<file path="config.mk">
export PLATFORM = sky130hd
export DESIGN_NAME = hub75_scan_ctrl
export DESIGN_NICKNAME = d
export VERILOG_FILES = /design/src/rtl/hub75_pkg.sv /design/src/rtl/bcm_display_timer.sv /design/src/rtl/wrap_counter.sv /design/src/rtl/hub75_scan_ctrl.sv
export SDC_FILE = /design/constraint.sdc
export NUM_CORES = 1
export LEC_CHECK = 0
export ABC_AREA = 1
export CORE_UTILIZATION = 55
export CTS_CLUSTER_SIZE = 10
export DETAILED_ROUTE_END_ITERATION = 6
export PLACE_DENSITY = 0.77
export REMOVE_ABC_BUFFERS = 1
export SLEW_MARGIN = 10
export SYNTH_ARGS = -nofsm -noshare
export SYNTH_HDL_FRONTEND = slang
export SYNTH_SLANG_ARGS = --single-unit
</file>
<file path="constraint.sdc">
create_clock -name sys_clk -period 2.2 [get_ports sys_clk]
set_clock_uncertainty 0.2 [all_clocks]
set_input_delay 0.22 -clock sys_clk [delete_from_list [all_inputs] [get_ports sys_clk]]
set_output_delay 0.22 -clock sys_clk [all_outputs]
set_load 0.05 [all_outputs]
</file>
<file path="src/rtl/hub75_pkg.sv">
// Shared constants and scan-state encoding for the HUB75 scan controller and
// the fetch/shift stage it drives.
package hub75_pkg;

  localparam int DEF_ROWS         = 32;
  localparam int DEF_BITS         = 8;
  localparam int DEF_BASE_CYCLES  = 16;
  localparam int DEF_BLANK_CYCLES = 2;
  localparam int DEF_LAT_GUARD    = 4;
  localparam int DEF_TIMER_W      = 16;

  localparam int BIT_W   = 3;
  localparam int ROW_W   = 6;
  localparam int ADDR_W  = 5;
  localparam int PHASE_W = 8;

  typedef enum logic [2:0] {
    ST_IDLE,
    ST_KICK,
    ST_WAIT_ACK,
    ST_SHIFTING,
    ST_GUARD,
    ST_BLANK,
    ST_LATCH,
    ST_HOLD
  } scan_state_e;

  // States in which the panel is forced dark regardless of the display timer.
  function automatic logic is_blank_state(input scan_state_e s);
    return s inside {ST_BLANK, ST_LATCH, ST_HOLD};
  endfunction

endpackage

</file>
<file path="src/rtl/bcm_display_timer.sv">
// Binary-code-modulation on-time timer: load BASE_CYCLES<<shift, then count
// down to zero; the panel is lit exactly while the count is nonzero.
module bcm_display_timer
  import hub75_pkg::*;
#(
  parameter int BASE_CYCLES = DEF_BASE_CYCLES,
  parameter int TIMER_W     = DEF_TIMER_W,
  parameter int SHIFT_W     = BIT_W
) (
  input  logic               sys_clk,
  input  logic               rst,
  input  logic               load,
  input  logic [SHIFT_W-1:0] shift,
  output logic               running,
  output logic               oe_n_raw
);

  logic [TIMER_W-1:0] count;

  assign running  = (count != '0);
  assign oe_n_raw = ~running;

  always_ff @(posedge sys_clk) begin
    if (rst) begin
      count <= '0;
    end else if (load) begin
      count <= TIMER_W'(BASE_CYCLES) << shift;
    end else if (running) begin
      count <= count - 1'b1;
    end
  end

endmodule

</file>
<file path="src/rtl/wrap_counter.sv">
// Modulo counter: counts 0..MAX on inc, wraps to 0, synchronous clear.
module wrap_counter #(
  parameter int W   = 4,
  parameter int MAX = 15
) (
  input  logic         clk,
  input  logic         rst,
  input  logic         clr,
  input  logic         inc,
  output logic [W-1:0] q,
  output logic         at_max
);

  assign at_max = (q == W'(MAX));

  always_ff @(posedge clk) begin
    if (rst || clr) begin
      q <= '0;
    end else if (inc) begin
      q <= at_max ? '0 : q + 1'b1;
    end
  end

endmodule

</file>
<file path="src/rtl/hub75_scan_ctrl.sv">
// HUB75 row/bit-plane sequencer: kicks the fetch/shift stage, latches each
// shifted plane and lights it for a binary-weighted time while the next plane shifts.
module hub75_scan_ctrl
  import hub75_pkg::*;
#(
  parameter int ROWS         = DEF_ROWS,
  parameter int BITS         = DEF_BITS,
  parameter int BASE_CYCLES  = DEF_BASE_CYCLES,
  parameter int BLANK_CYCLES = DEF_BLANK_CYCLES,
  parameter int LAT_GUARD    = DEF_LAT_GUARD,
  parameter int TIMER_W      = DEF_TIMER_W
) (
  input  logic              sys_clk,
  input  logic              rst,
  input  logic              enable,
  output logic              fs_start,
  input  logic              fs_busy,
  output logic [BIT_W-1:0]  bit_cnt,
  output logic [ROW_W-1:0]  row_cnt,
  output logic [ADDR_W-1:0] addr,
  output logic              lat,
  output logic              oe_n,
  output logic              frame_done
);

  scan_state_e        state_q, state_d;
  logic [PHASE_W-1:0] ph_cnt;
  logic [BIT_W-1:0]   disp_bit;
  logic               hold_exit;
  logic               guard_ok, blank_done;
  logic               bit_at_max, row_at_max;
  logic               bit_inc, row_inc, cnt_clr;
  logic               running, oe_n_raw;

  assign guard_ok   = (ph_cnt >= PHASE_W'(LAT_GUARD - 1));
  assign blank_done = (ph_cnt == PHASE_W'(BLANK_CYCLES - 1));

  always_comb begin
    state_d   = state_q;
    hold_exit = 1'b0;
    fs_start  = 1'b0;
    lat       = 1'b0;
    case (state_q)
      ST_IDLE:     if (enable) state_d = ST_KICK;
      ST_KICK: begin
        fs_start = 1'b1;
        state_d  = ST_WAIT_ACK;
      end
      ST_WAIT_ACK: if (fs_busy) state_d = ST_SHIFTING;
      ST_SHIFTING: if (!fs_busy) state_d = ST_GUARD;
      // Next latch is held off until the previously latched plane has gone dark.
      ST_GUARD:    if (guard_ok && !running) state_d = ST_BLANK;
      ST_BLANK:    if (blank_done) state_d = ST_LATCH;
      ST_LATCH: begin
        lat     = 1'b1;
        state_d = ST_HOLD;
      end
      ST_HOLD: begin
        if (blank_done) begin
          hold_exit = 1'b1;
          state_d   = enable ? ST_KICK : ST_IDLE;
        end
      end
      default:     state_d = ST_IDLE;
    endcase
  end

  // ph_cnt restarts on every state change and saturates so long GUARD stalls stay valid.
  always_ff @(posedge sys_clk) begin
    if (rst) begin
      state_q <= ST_IDLE;
      ph_cnt  <= '0;
    end else begin
      state_q <= state_d;
      if (state_d != state_q) begin
        ph_cnt <= '0;
      end else if (ph_cnt != '1) begin
        ph_cnt <= ph_cnt + 1'b1;
      end
    end
  end

  always_ff @(posedge sys_clk) begin
    if (rst) begin
      addr       <= '0;
      disp_bit   <= '0;
      frame_done <= 1'b0;
    end else begin
      frame_done <= hold_exit && bit_at_max && row_at_max;
      if (state_q == ST_LATCH) begin
        addr     <= row_cnt[ADDR_W-1:0];
        disp_bit <= bit_cnt;
      end
    end
  end

  // Stopping returns both counters to 0 so the next run starts with a fetch.
  assign bit_inc = hold_exit && enable;
  assign row_inc = bit_inc && bit_at_max;
  assign cnt_clr = hold_exit && !enable;

  wrap_counter #(
    .W   (BIT_W),
    .MAX (BITS - 1)
  ) u_bit_cnt (
    .clk    (sys_clk),
    .rst    (rst),
    .clr    (cnt_clr),
    .inc    (bit_inc),
    .q      (bit_cnt),
    .at_max (bit_at_max)
  );

  wrap_counter #(
    .W   (ROW_W),
    .MAX (ROWS - 1)
  ) u_row_cnt (
    .clk    (sys_clk),
    .rst    (rst),
    .clr    (cnt_clr),
    .inc    (row_inc),
    .q      (row_cnt),
    .at_max (row_at_max)
  );

  bcm_display_timer #(
    .BASE_CYCLES (BASE_CYCLES),
    .TIMER_W     (TIMER_W),
    .SHIFT_W     (BIT_W)
  ) u_timer (
    .sys_clk  (sys_clk),
    .rst      (rst),
    .load     (hold_exit),
    .shift    (disp_bit),
    .running  (running),
    .oe_n_raw (oe_n_raw)
  );

  assign oe_n = oe_n_raw || is_blank_state(state_q);

endmodule

</file>
Yosys cells after proc, flatten, opt, wreduce, memory -nomap -nowiden
Index checks and enable logic that the tools add are counted.

Add/subtract/negate cells: 4. Order comparisons: 1. Eq/ne operators: 12. Shift operators: 1. Mux-type cells: 16. Bitwise gates (word level): 1. Reductions and logical operators: 15.

Operators with widths (number): two-way mux 16 bit (2); case mux 3 bit (8 select lines) (1); two-way mux 3 bit (7); nonzero test 16 bit (1); << shifter 5 x 3 -> 16 bit (first input constant) (1); subtractor 16 x 1 -> 16 bit (second input constant) (1); equality test 3 bit (second input constant) (5); adder 8 x 1 -> 8 bit (second input constant) (1); equality test 8 x 1 -> 1 bit (second input constant) (1); greater-or-equal comparator 8 x 2 -> 1 bit (second input constant) (1); inequality test 8 bit (second input constant) (1); adder 6 x 1 -> 6 bit (second input constant) (1); equality test 3 x 2 -> 1 bit (second input constant) (2); equality test 6 x 5 -> 1 bit (second input constant) (1); logical AND 1 bit (6); two-way mux 6 bit (1); two-way mux 1 bit (5); adder 3 x 1 -> 3 bit (second input constant) (1); equality test 3 x 1 -> 1 bit (second input constant) (1); logical NOT 3 bit (1); inequality test 3 bit (1); nonzero test 3 bit (1); logical NOT 1 bit (2); logical OR 1 bit (2); other kinds (3) (3).

Register bits after elaboration: 45. Bits of input ports: 4. Logic and storage cells: 58.

Depth between registers and ports, before layout
Depth after elaboration: 7. Mapped depth: 11. Depth with buffers taken out: 11.

Cells and area by module
A second synthesis with hierarchy kept.

Cell total of the unflattened synthesis: 377. Area, all modules: 2491.1 um^2.

By module, submodules not included: bcm_display_timer (instances 1, cells each 161, area each 1031.0 um^2, sequential area each 320.3 um^2); hub75_scan_ctrl (instances 1, cells each 149, area each 1007.2 um^2, sequential area each 400.4 um^2); wrap_counter (u_row_cnt) (instances 1, cells each 46, area each 299.0 um^2, sequential area each 120.1 um^2); wrap_counter (u_bit_cnt) (instances 1, cells each 21, area each 153.9 um^2, sequential area each 60.1 um^2).

Least setup slack after synthesis
OpenSTA, ideal clock, no wires.

Path kind: register to output. Start: register state_q[2]. End: output oe_n. Arrival: 1637 ps. Required time: 1780 ps. Setup slack: 143 ps. Cell stages (with the launch flop): 4. Path through: dfxtp_1 buf_2 inv_1 o21ai_0.

Longest elaborated chain between the ends: 3.

Ends and longest elaborated chain: start, declared (line hub75_scan_ctrl.sv:26) `scan_state_e state_q, state_d;`; start signal, assigned (line hub75_scan_ctrl.sv:74) `state_q <= state_d;`; equality test 3 bit (line hub75_pkg.sv:30) `return s inside {ST_BLANK, ST_LATCH, ST_HOLD};`; nonzero test 3 bit (*) (line hub75_pkg.sv:30); logical OR 1 bit (*) (line hub75_scan_ctrl.sv:139) `assign oe_n = oe_n_raw || is_blank_state(state_q);`; end, declared (line hub75_scan_ctrl.sv:22) `output logic oe_n,`.

Every way passes the cells marked *; elsewhere a longest branch is shown, timed or not.

Final worst setup path
Start: register u_row_cnt.q[2]. End: output row_cnt[2].

RTL lines: start, declared (line wrap_counter.sv:10) `output logic [W-1:0] q,`; start signal, assigned (line wrap_counter.sv:20) `q <= at_max ? '0 : q + 1'b1;`; end, declared (line hub75_scan_ctrl.sv:19) `output logic [ROW_W-1:0] row_cnt,`.

No word-level cell between the ends.

==> run summary <==
Worst Setup SP = u_row_cnt.q[2]
Worst R2R End = ph_cnt[5]
NumNets Final = 417
dpl ws = 328.0 ps
count of input and output buffers = 21
GR Overflow Total = 0
Syn-to-layout area delta = 17.06%
count leader, synth = nand2_1
Root Driver = clkbuf_8
# IOs = 22
Async S/R FF share, synth = 0
Worst setup SP type = flip-flop
num rows = 24
r2r startpoint = ph_cnt[0]
crit path kind = flip-flop to primary output
reg2reg path depth = 10
syn_area_per_cell = 6.580 sq um
initial core utilization = 0.5727
vias per inst = 5.107
clk slew on worst S/H paths = 90 ps
Critical Path End Type = primary output
Hold Path Sink = u_row_cnt.q[5]
Hold Crit Class = flip-flop to flip-flop
hold_ws = 295.0 ps
slew of the pin with the lowest slew margin = 560.8 ps
maximum clock rate = 488.9 MHz
Pwr Total = 3.081 mW
post-synthesis cell count = 379
RePlAce Congestion = 0.8956
worst-path cell chain = clkdlybuf4s50_1
Distinct cells, synth = 28
DRT Pass-1 Iters = 4
unrepaired setup endpoints after global routing = false
CTS buffer count = 5
total track usage = 0.2295
area leader, netlist = dfxtp_1
mapped cell area = 0.002494 sq mm
register bit total from synthesis = 45
Iteration-0 DRC Markers = 94
routed vias = 2344
die area = 0.004807 sq mm
Worst slew margin = 0.6230
DRT antenna net count = 0
Post-DP HPWL = 4103 um
Final Hold Vio Count = 0
antenna diode count = 0
Critical Path RT = 1780 ps
multi-input logic area = 0.001373 sq mm
CP max stage cell = clkdlybuf4s50_1
initial antenna violation count = 0
worst min-delay path startpoint = u_row_cnt.q[5]
Residual DRC = 0
CP peak stage delay = 860 ps
largest net degree at the start of global routing = 15
CP Max Fanout = 8
synth warn = 0
hold_buf cts = 0
TritonCTS clock tree = done
Slew Viols, Final = 0
CP delay by family, top = buffers and inverters
Setup Viol. Count Final = 0
Synth top cells by count = nand2_1 (83), nor2_1 (68), dfxtp_1 (45), inv_1 (45), nand3_1 (30)
number of global-route vias before repair = 2165
Peak VDD IR = 0.0004664 V
drt total wl = 5372 um
Post-synth EDFFs = 0
max-cap viol count = 0
Synth area leaders = dfxtp_1 (36%), nand2_1 (12%), nor2_1 (10%)
post-CTS sizing = 0
status = finished clean
Critical Path AT = 1630 ps
post-synth top area share = 0.3613
Hold Path Depth = 2
Fillers = 390
Setup TNS Final = 0 ps
FF-to-FF setup slack = 320 ps
commonest register cell after synthesis = dfxtp_1
core footprint = 0.004354 sq mm
P_leak = 1.267 nW
power density over the cells = 1055 mW/mm^2
Final period util = 0.9297
Reg area = 900.9 sq um
global-route wire length before repair = 9121 um
worst path bufs/invs = 1
DIE HEIGHT = 69.34 um
Clock Sink Count = 45
sequential area share after synthesis = 0.3613
share of cells above drive strength 1 = 0.09582
Period minus WS final = 2045 ps
Setup WS post-layout = 154.7 ps
die width = 69.34 um
clk_lat worst skew = 300 ps
Clock Path Buffers = 2
H-tree depth = 2
Post CTS Setup Buffer Count = 0
wire length per cell = 11.70 um
[per-stage QoR]
step,utilization,area (sq um),instances
finish,0.6704,2919,459
global route,0.6704,2919,459
CTS,0.6675,2907,459
detailed placement,0.6399,2786,451
global placement,0.6399,2786,451
floorplan,-,2464,374
[sequential cells by signal, summed over array words and instances (netlist names)]
signal and flops:
u_bit_cnt.q 3, u_timer.count 16, u_row_cnt.q 6, addr 5
disp_bit 3, ph_cnt 8, frame_done 1, state_q 3
[cell type report]
| class | instances | area share |
|---|---|---|
| Clock inverter | 2 | 0.01286 |
| Timing Repair Buffer | 25 | 0.08830 |
| Clock buffer | 6 | 0.02829 |
| Multi-Input combinational cell | 276 | 0.4702 |
| Tap cell | 52 | 0.02229 |
| Inverter | 53 | 0.06944 |
| Sequential cell | 45 | 0.3086 |
[cells by family (layout without fill, tap and decap cells)]
logic type | count (synthesis) | after routing | synth area share
AND/OR/NAND/NOR | 207 | 207 | 0.3648
adder cells (fa/ha/maj) | 7 | 7 | 0.03512
AO/OA/AOI/OAI | 52 | 52 | 0.1119
XOR/XNOR | 10 | 10 | 0.03512
buffers and inverters | 58 | 86 | 0.09182
flip-flops | 45 | 45 | 0.3613
[worst max path at each step]
| stage | endpoint | slack, ps | cells after the start |
|---|---|---|---|
| finish | row_cnt[2] | 150 | 1 |
| global placement | u_timer.count[15] | 350 | 12 |
| floorplan | oe_n | 130 | 2 |
| detailed placement | u_timer.count[15] | 330 | 12 |
| CTS | oe_n | 50 | 9 |
| global route | oe_n | 50 | 9 |
[placed cells by master, fill, tap and decap left out, drive strengths merged]
master         synthesis  layout
ha                     7       7
inv                   52      52
nor4                   3       3
o21ai                 23      23
xnor2                  4       4
nand4                  3       3
clkdlybuf4s50          0      18
nand2                 86      86
clkinvlp               0       2
clkbuf                 1       6
bufinv                 0       1
nor2                  73      73
dfxtp                 45      45
or2                    1       1
nor3                   9       9
xor2                   6       6
o211ai                 3       3
nand3                 32      32
buf                    4       7
a21oi                 26      26
[report_power, final]
| part | leakage [nW] | total, mW | switching, mW | internal, mW |
|---|---|---|---|---|
| Combinational | 0.844 | 1.35 | 0.851 | 0.500 |
| Sequential | 0.366 | 1.08 | 0.124 | 0.955 |
| Clock | 0.0574 | 0.651 | 0.282 | 0.369 |
[tightest hold or removal path: cells and delay by family, from the launching register on]
family,cells,cell delay (ps)
flip-flops,1,330
AND/OR/NAND/NOR,1,60
AO/OA/AOI/OAI,1,60
[per-layer routing]
| layer | track usage | wire [um] | share of wire |
|---|---|---|---|
| met2 | 0.3851 | 2558 | 0.48 |
| met4 | 0.07256 | 54 | 0.010 |
| met5 | 0 | 0 | 0 |
| met1 | 0.2924 | 2553 | 0.48 |
| met3 | 0.05087 | 205 | 0.038 |
No activity file was read; power rests on OpenSTA's default activity.
